<file path="src/rtl/led_rr_arbiter.sv">
// Round-robin arbiter granting one of four request lines a shared display slot for a bounded hold time.
// Define LED_ARB_LOCK_EN to let btn[1] freeze the hold timer of the current grant.
module led_rr_arbiter #(
    parameter logic [31:0] HOLD_CYCLES = 32'd5000000
) (
    input  logic        clk,
    input  logic        rst,
    input  logic [4:0]  btn,
    input  logic [7:0]  sw,
    output logic [15:0] ledr
);

    // state   | meaning
    // S_IDLE  | no grant, waiting for any request
    // S_GRANT | one index owns the slot, hold timer counting
    // S_GAP   | single dead cycle between grants
    typedef enum logic [1:0] {
        S_IDLE  = 2'd0,
        S_GRANT = 2'd1,
        S_GAP   = 2'd2
    } state_t;

    localparam logic [31:0] HOLD_LAST = HOLD_CYCLES - 32'd1;

    state_t      state_q, state_d;
    logic [31:0] hold_q, hold_d;
    logic [1:0]  last_q, last_d;
    logic [1:0]  idx_q, idx_d;
    logic        valid_q, valid_d;
    logic [3:0]  onehot_q, onehot_d;
    logic        lock_q, lock_d;
    logic [7:0]  cnt_q, cnt_d;

    logic [3:0] req;
    logic       soft_clr;
    logic       lock_req;
    logic       win_found;
    logic [1:0] win_idx;
    logic [1:0] cand;
    logic       unused_inputs;

    assign req      = sw[3:0];
    assign soft_clr = btn[0];

`ifdef LED_ARB_LOCK_EN
    assign lock_req      = btn[1];
    assign unused_inputs = ^{btn[4:2], sw[7:4]};
`else
    assign lock_req      = 1'b0;
    assign unused_inputs = ^{btn[4:1], sw[7:4]};
`endif

    // Search starts one past the last winner; i=4 wraps back onto last itself.
    always_comb begin
        win_found = 1'b0;
        win_idx   = last_q;
        cand      = 2'd0;
        for (int i = 1; i <= 4; i++) begin
            cand = last_q + 2'(i);
            if (!win_found && req[cand]) begin
                win_found = 1'b1;
                win_idx   = cand;
            end
        end
    end

    always_comb begin
        state_d  = state_q;
        hold_d   = hold_q;
        last_d   = last_q;
        idx_d    = idx_q;
        valid_d  = valid_q;
        onehot_d = onehot_q;
        lock_d   = lock_q;
        cnt_d    = cnt_q;

        case (state_q)
            S_IDLE, S_GAP: begin
                valid_d  = 1'b0;
                onehot_d = 4'b0000;
                lock_d   = 1'b0;
                state_d  = S_IDLE;
                if (win_found) begin
                    state_d  = S_GRANT;
                    idx_d    = win_idx;
                    last_d   = win_idx;
                    valid_d  = 1'b1;
                    onehot_d = 4'b0001 << win_idx;
                    hold_d   = 32'd0;
                    cnt_d    = cnt_q + 8'd1;
                end
            end
            S_GRANT: begin
                // A dropped request always releases; lock only masks timer expiry.
                if (!req[idx_q] || (!lock_req && hold_q == HOLD_LAST)) begin
                    state_d  = S_GAP;
                    valid_d  = 1'b0;
                    onehot_d = 4'b0000;
                    lock_d   = 1'b0;
                end else if (lock_req) begin
                    lock_d = 1'b1;
                end else begin
                    lock_d = 1'b0;
                    hold_d = hold_q + 32'd1;
                end
            end
            default: begin
                state_d  = S_IDLE;
                valid_d  = 1'b0;
                onehot_d = 4'b0000;
                lock_d   = 1'b0;
            end
        endcase

        if (soft_clr) begin
            state_d  = S_IDLE;
            hold_d   = 32'd0;
            last_d   = 2'd3;
            idx_d    = 2'd0;
            valid_d  = 1'b0;
            onehot_d = 4'b0000;
            lock_d   = 1'b0;
            cnt_d    = 8'd0;
        end
    end

    always_ff @(posedge clk or posedge rst) begin
        if (rst) begin
            state_q  <= S_IDLE;
            hold_q   <= 32'd0;
            last_q   <= 2'd3;
            idx_q    <= 2'd0;
            valid_q  <= 1'b0;
            onehot_q <= 4'b0000;
            lock_q   <= 1'b0;
            cnt_q    <= 8'd0;
        end else begin
            state_q  <= state_d;
            hold_q   <= hold_d;
            last_q   <= last_d;
            idx_q    <= idx_d;
            valid_q  <= valid_d;
            onehot_q <= onehot_d;
            lock_q   <= lock_d;
            cnt_q    <= cnt_d;
        end
    end

    assign ledr = {cnt_q, onehot_q, lock_q, valid_q, idx_q};

endmodule

</file>
<file path="config.mk">
export PLATFORM = sky130hd
export DESIGN_NAME = led_rr_arbiter
export DESIGN_NICKNAME = d
export VERILOG_FILES = /design/src/rtl/led_rr_arbiter.sv
export SDC_FILE = /design/constraint.sdc
export NUM_CORES = 1
export LEC_CHECK = 0
export CORE_UTILIZATION = 56
export CTS_BUF_LIST = sky130_fd_sc_hd__clkbuf_16
export CTS_CLUSTER_DIAMETER = 100
export DETAILED_ROUTE_END_ITERATION = 7
export PLACE_DENSITY = 0.82
export SLEW_MARGIN = 20
export SYNTH_ARGS = -nofsm -noshare
export SYNTH_HDL_FRONTEND = slang
export SYNTH_SLANG_ARGS = --single-unit
</file>
<file path="constraint.sdc">
create_clock -name clk -period 2.7 [get_ports clk]
set_input_delay 0.54 -clock clk [delete_from_list [all_inputs] [get_ports clk]]
set_output_delay 0.54 -clock clk [all_outputs]
set_load 0.02 [all_outputs]
</file>
# Yosys cells after proc, flatten, opt, wreduce, memory -nomap -nowiden
# Cells that the tools add are included.
# classes
add_sub_neg	5
order_cmp	5
eq_ne	6
shifts	1
muxes	41
n_reduce_logical	15
# ops
operator	n
two-way mux 32 bit	3
one-hot mux 32 bit (2 select lines)	1
adder 32 x 1 -> 32 bit, second input constant	1
equality test 32 x 23 -> 1 bit, second input constant	1
two-way mux 8 bit	3
two-way mux 2 bit	10
less-than comparator 2 x 3 -> 1 bit, second input constant	5
two-way mux 1 bit	13
two-way mux 4 bit	3
binary-select mux 1 bit (select 2 bit)	5
inequality test 3 bit, second input constant	3
adder 8 x 1 -> 8 bit, second input constant	1
one-hot mux 4 bit (2 select lines)	1
adder 2 bit, second input constant	2
zero test 1 bit	4
one-hot mux 2 bit (2 select lines)	1
nonzero test 2 bit	2
<< shifter 1 x 2 -> 4 bit, first input constant	1
logical AND 1 bit	3
AND reduction 3 bit	1
nonzero test 3 bit	1
adder 2 x 1 -> 2 bit, second input constant	1
equality test 2 x 1 -> 1 bit, second input constant	1
equality test 2 bit, second input constant	1
other kinds (5)	5
# word_totals
register_bits	51
inputBits	15
out_inout_bits	16
elab_cells	80

# Logic depth before layout (Yosys ltp)
# logic_depth
word_depth	17
mapped_depth	9
depth_no_buf	7

# Least setup slack after synthesis
# OpenSTA, ideal clock, no wires.
# synth_path
path_type	input-to-reg
start	in sw[2]
end	reg hold_q[0]
setup_time_ns	0.125
t_arrival_ns	2.022
required_time_ns	2.575
setup_slack_ns	0.553
stages	5
path_buffers	0
cell_sequence	or4_4 a221oi_4 or2_2 nor2_2 mux2_2
# synth_between
elab_chain_len	14
word_cells_on_any_way	25
cone_classes	eq/ne (2); mux (14); reduce/logical (9)
# synth_rtl
element	line	rtl
start: declaration	9	input logic [7:0] sw,
binary-select mux 1 bit (select 2 bit)	60	if (!win_found && req[cand]) begin
two-way mux 1 bit (not written as such)	60	
two-way mux 1 bit	60	
zero test 1 bit	60	
logical AND 1 bit	60	
two-way mux 1 bit	60	
zero test 1 bit	60	
logical AND 1 bit	60	
two-way mux 1 bit	60	
zero test 1 bit	60	
logical AND 1 bit	60	
two-way mux 1 bit	60	
inequality test 3 bit (no source line)	-	
AND reduction 3 bit (no source line) (*)	-	
end signal: assignment	139	hold_q <= hold_d;
end: declaration	26	logic [31:0] hold_q, hold_d;
# Mark *: on every way between the ends. The rest lies on a longest branch, timed or not. The select of a mux whose other input is x is not followed.
# A chain may end at the register's enable or synchronous reset.

# Final worst setup path
# layout_path
start	in sw[3]
end	reg hold_q[2]
# The elaborated chain is that of the path after synthesis.

==> metrics.cfg <==
[sta]
rsz0062_at_grt=no
slew_viol_final=0
fin_worst_skew_ps=3.76
setup_tns_ps=0
hold_viol=0
max_clock_freq_ghz=0.399
relSlewSlack_pct=62.8
min_period_over_period_pct=92.8
period_minus_slack_ps=2500
fin_ws_ps=195
hold-worst-slack_ps=486
tightest_slew_ps=558
setup_viol=0

[route]
wirelength_um=5340
wire_per_inst_um=14.9
drt_iter0_drc=129
num_vias=2091
first_pass_iters=6
routed_via_density=5.86
ant_nets=0
drc=0

[global_route]
grt_pass1_vias=1999
antenna_found_initial=0
grt_usage_pct=24.1
grt_pass1_wl_um=9320
overflow=0
grt_max_degree=23

[cts]
cts_root_buffer=clkbuf_16
path_clk_slew_ps=60
cts_sinks=50
cts_made_buffers=5
clock_path_buffers=2
clk_latency_ps=290
tritoncts=yes
cts_setup_buffers=0
cts_resized=0
holdBufCountCts=0
h-tree-depth=2

[hold_path]
hold_path.class=flip-flop to flip-flop

[placement]
portBuffers=21
pre_cts_ws_ps=-51.2
globalplace.congestion=0.839
dpl-instance-area_um2=2960
hpwl_um=3850

[die]
core_um2=4440
die_h_um=70.8
die_x_um=70.8
initial_core_util_pct=59.7
rows=24
pin_count=31
dieArea_um2=5020

[worst_setup_path]
start_kind=input port
crit_arrival_ps=2680
crit_fanout=11
critPathCaptureType=flip-flop
cp_data_required_time_ps=2880
crit_type=input port to flip-flop

[synth]
syn-mean-instance-area_um2=9.69
synthCells=274
synth_edf_count=0
synth_area_leaders=dfrtp_1 45%, xor2_1 5.6%, nor2_1 5.1%
synth_area_um2=2650
synth.net_count=291
synth_ff_type=dfrtp_1
synth-async-reset-ratio_pct=100
synth_top_area_cell=dfrtp_1
yosysWarnings=0
synthDistinctLibCells=49
ys_seq_area_share_pct=47.2
ys_ff_latch=50
synth_top_area_share_pct=45.3
yosysMostFrequentCell=dfrtp_1
synth_commonest_cells=48 x dfrtp_1, 36 x nor2_1, 19 x nand2_1, 17 x nand3_1, 17 x xor2_1

[power]
ir_drop_mv=0.337
p_per_area_nw_per_um2=518
p_leak_nw=1.28

[cells_and_area]
layout.nets=321
syn2layout_area_growth_pct=16.8
num_antenna_cells=0
finish.instance_area_um2=3100
drive_above_1_share_pct=10.8
fill_cells=354

[run_status]
status=finished clean

[job]
drv_cap=0

power breakdown:
| part | leakage, nW | total, mW | switching [mW] | internal [mW] |
|---|---|---|---|---|
| Sequential | 0.685 | 0.801 | 0.0242 | 0.776 |
| Combinational | 0.520 | 0.216 | 0.123 | 0.0924 |
| Clock | 0.0724 | 0.591 | 0.256 | 0.335 |
cells in the final DEF (no fill, tap or decap), types with 4 or more instances in the layout:
cell type,synthesis,routed
o21ai_0,11,11
nor2_1,36,36
buf_4,3,14
clkbuf_16,0,5
xnor2_1,13,13
nor4b_1,4,4
inv_1,9,9
nand4_1,10,10
and4_1,5,5
nand2b_1,4,4
and3_1,5,5
xor2_1,17,17
or3_1,7,7
dfrtp_1,48,48
nor3_1,5,5
nor4_1,6,6
clkdlybuf4s50_1,0,21
o2bb2ai_1,4,4
a21oi_1,10,10
nand3_1,17,17
nand2_1,19,19
per-layer routing:
layer	global-route usage, %	wire length (um)	up-vias
li1	-	-	1023
met1	33.2	2510	1029
met2	37.9	2580	33
met3	5.27	172	6
met4	8.44	67	0
met5	0	0	-
worst paths after layout:
| check | from | to | slack [ps] | depth (start not counted) |
|---|---|---|---|---|
| setup / recovery | sw[3] | hold_q[2] | 200 | 8 |
| hold / removal | onehot_q[1] | onehot_q[1] | 490 | 1 |
| setup reg to reg | hold_q[13] | hold_q[2] | 400 | 7 |
| hold reg to reg | onehot_q[1] | onehot_q[1] | 490 | 1 |
| max in group asynchronous | rst | last_q[1] | 1500 | 3 |
| min in group asynchronous | rst | hold_q[31] | 570 | 2 |
through the flow:
step	total power [mW]	util [%]	std cells
floorplan	0.941	-	274
global placement	1.02	66.6	349
detailed placement	1.03	66.6	349
CTS	1.62	69.7	357
global route	1.67	69.7	357
finish	1.61	69.7	357
worst max-delay path, cell delays in order:
cell	delay, ps
clkdlybuf4s50_1	460
or4_4	570
a21oi_1	220
and4_1	350
buf_4	220
nor3b_1	70
xnor2_1	180
nor2_1	60
flip-flops by register name (all words and copies together), names as in the netlist:
signal	count
state_q	1
cnt_q	8
hold_q	32
idx_q	2
onehot_q	4
last_q	2
valid_q	1
cell type report:
cell class	instances	area (um2)	area share, %
timing repair buffer	35	315	10.2
clock inverter	3	12.5	0.404
sequential	50	1250	40.5
tap	52	65.1	2.10
multi-input combinational	203	1290	41.7
inverter	9	33.8	1.09
clock buffer	5	125	4.04
logic make-up after synthesis:
logic type / Yosys count / synth area share (%)
AND/OR/NAND/NOR: 135 / 28.1
other: 1 / 0.141
multiplexers: 3 / 1.65
adder cells (fa/ha/maj): 2 / 0.943
XOR/XNOR: 30 / 9.90
AO/OA/AOI/OAI: 32 / 7.97
flip-flops: 50 / 47.2
buffers and inverters: 21 / 4.01
(Power assumes the default switching activity.)
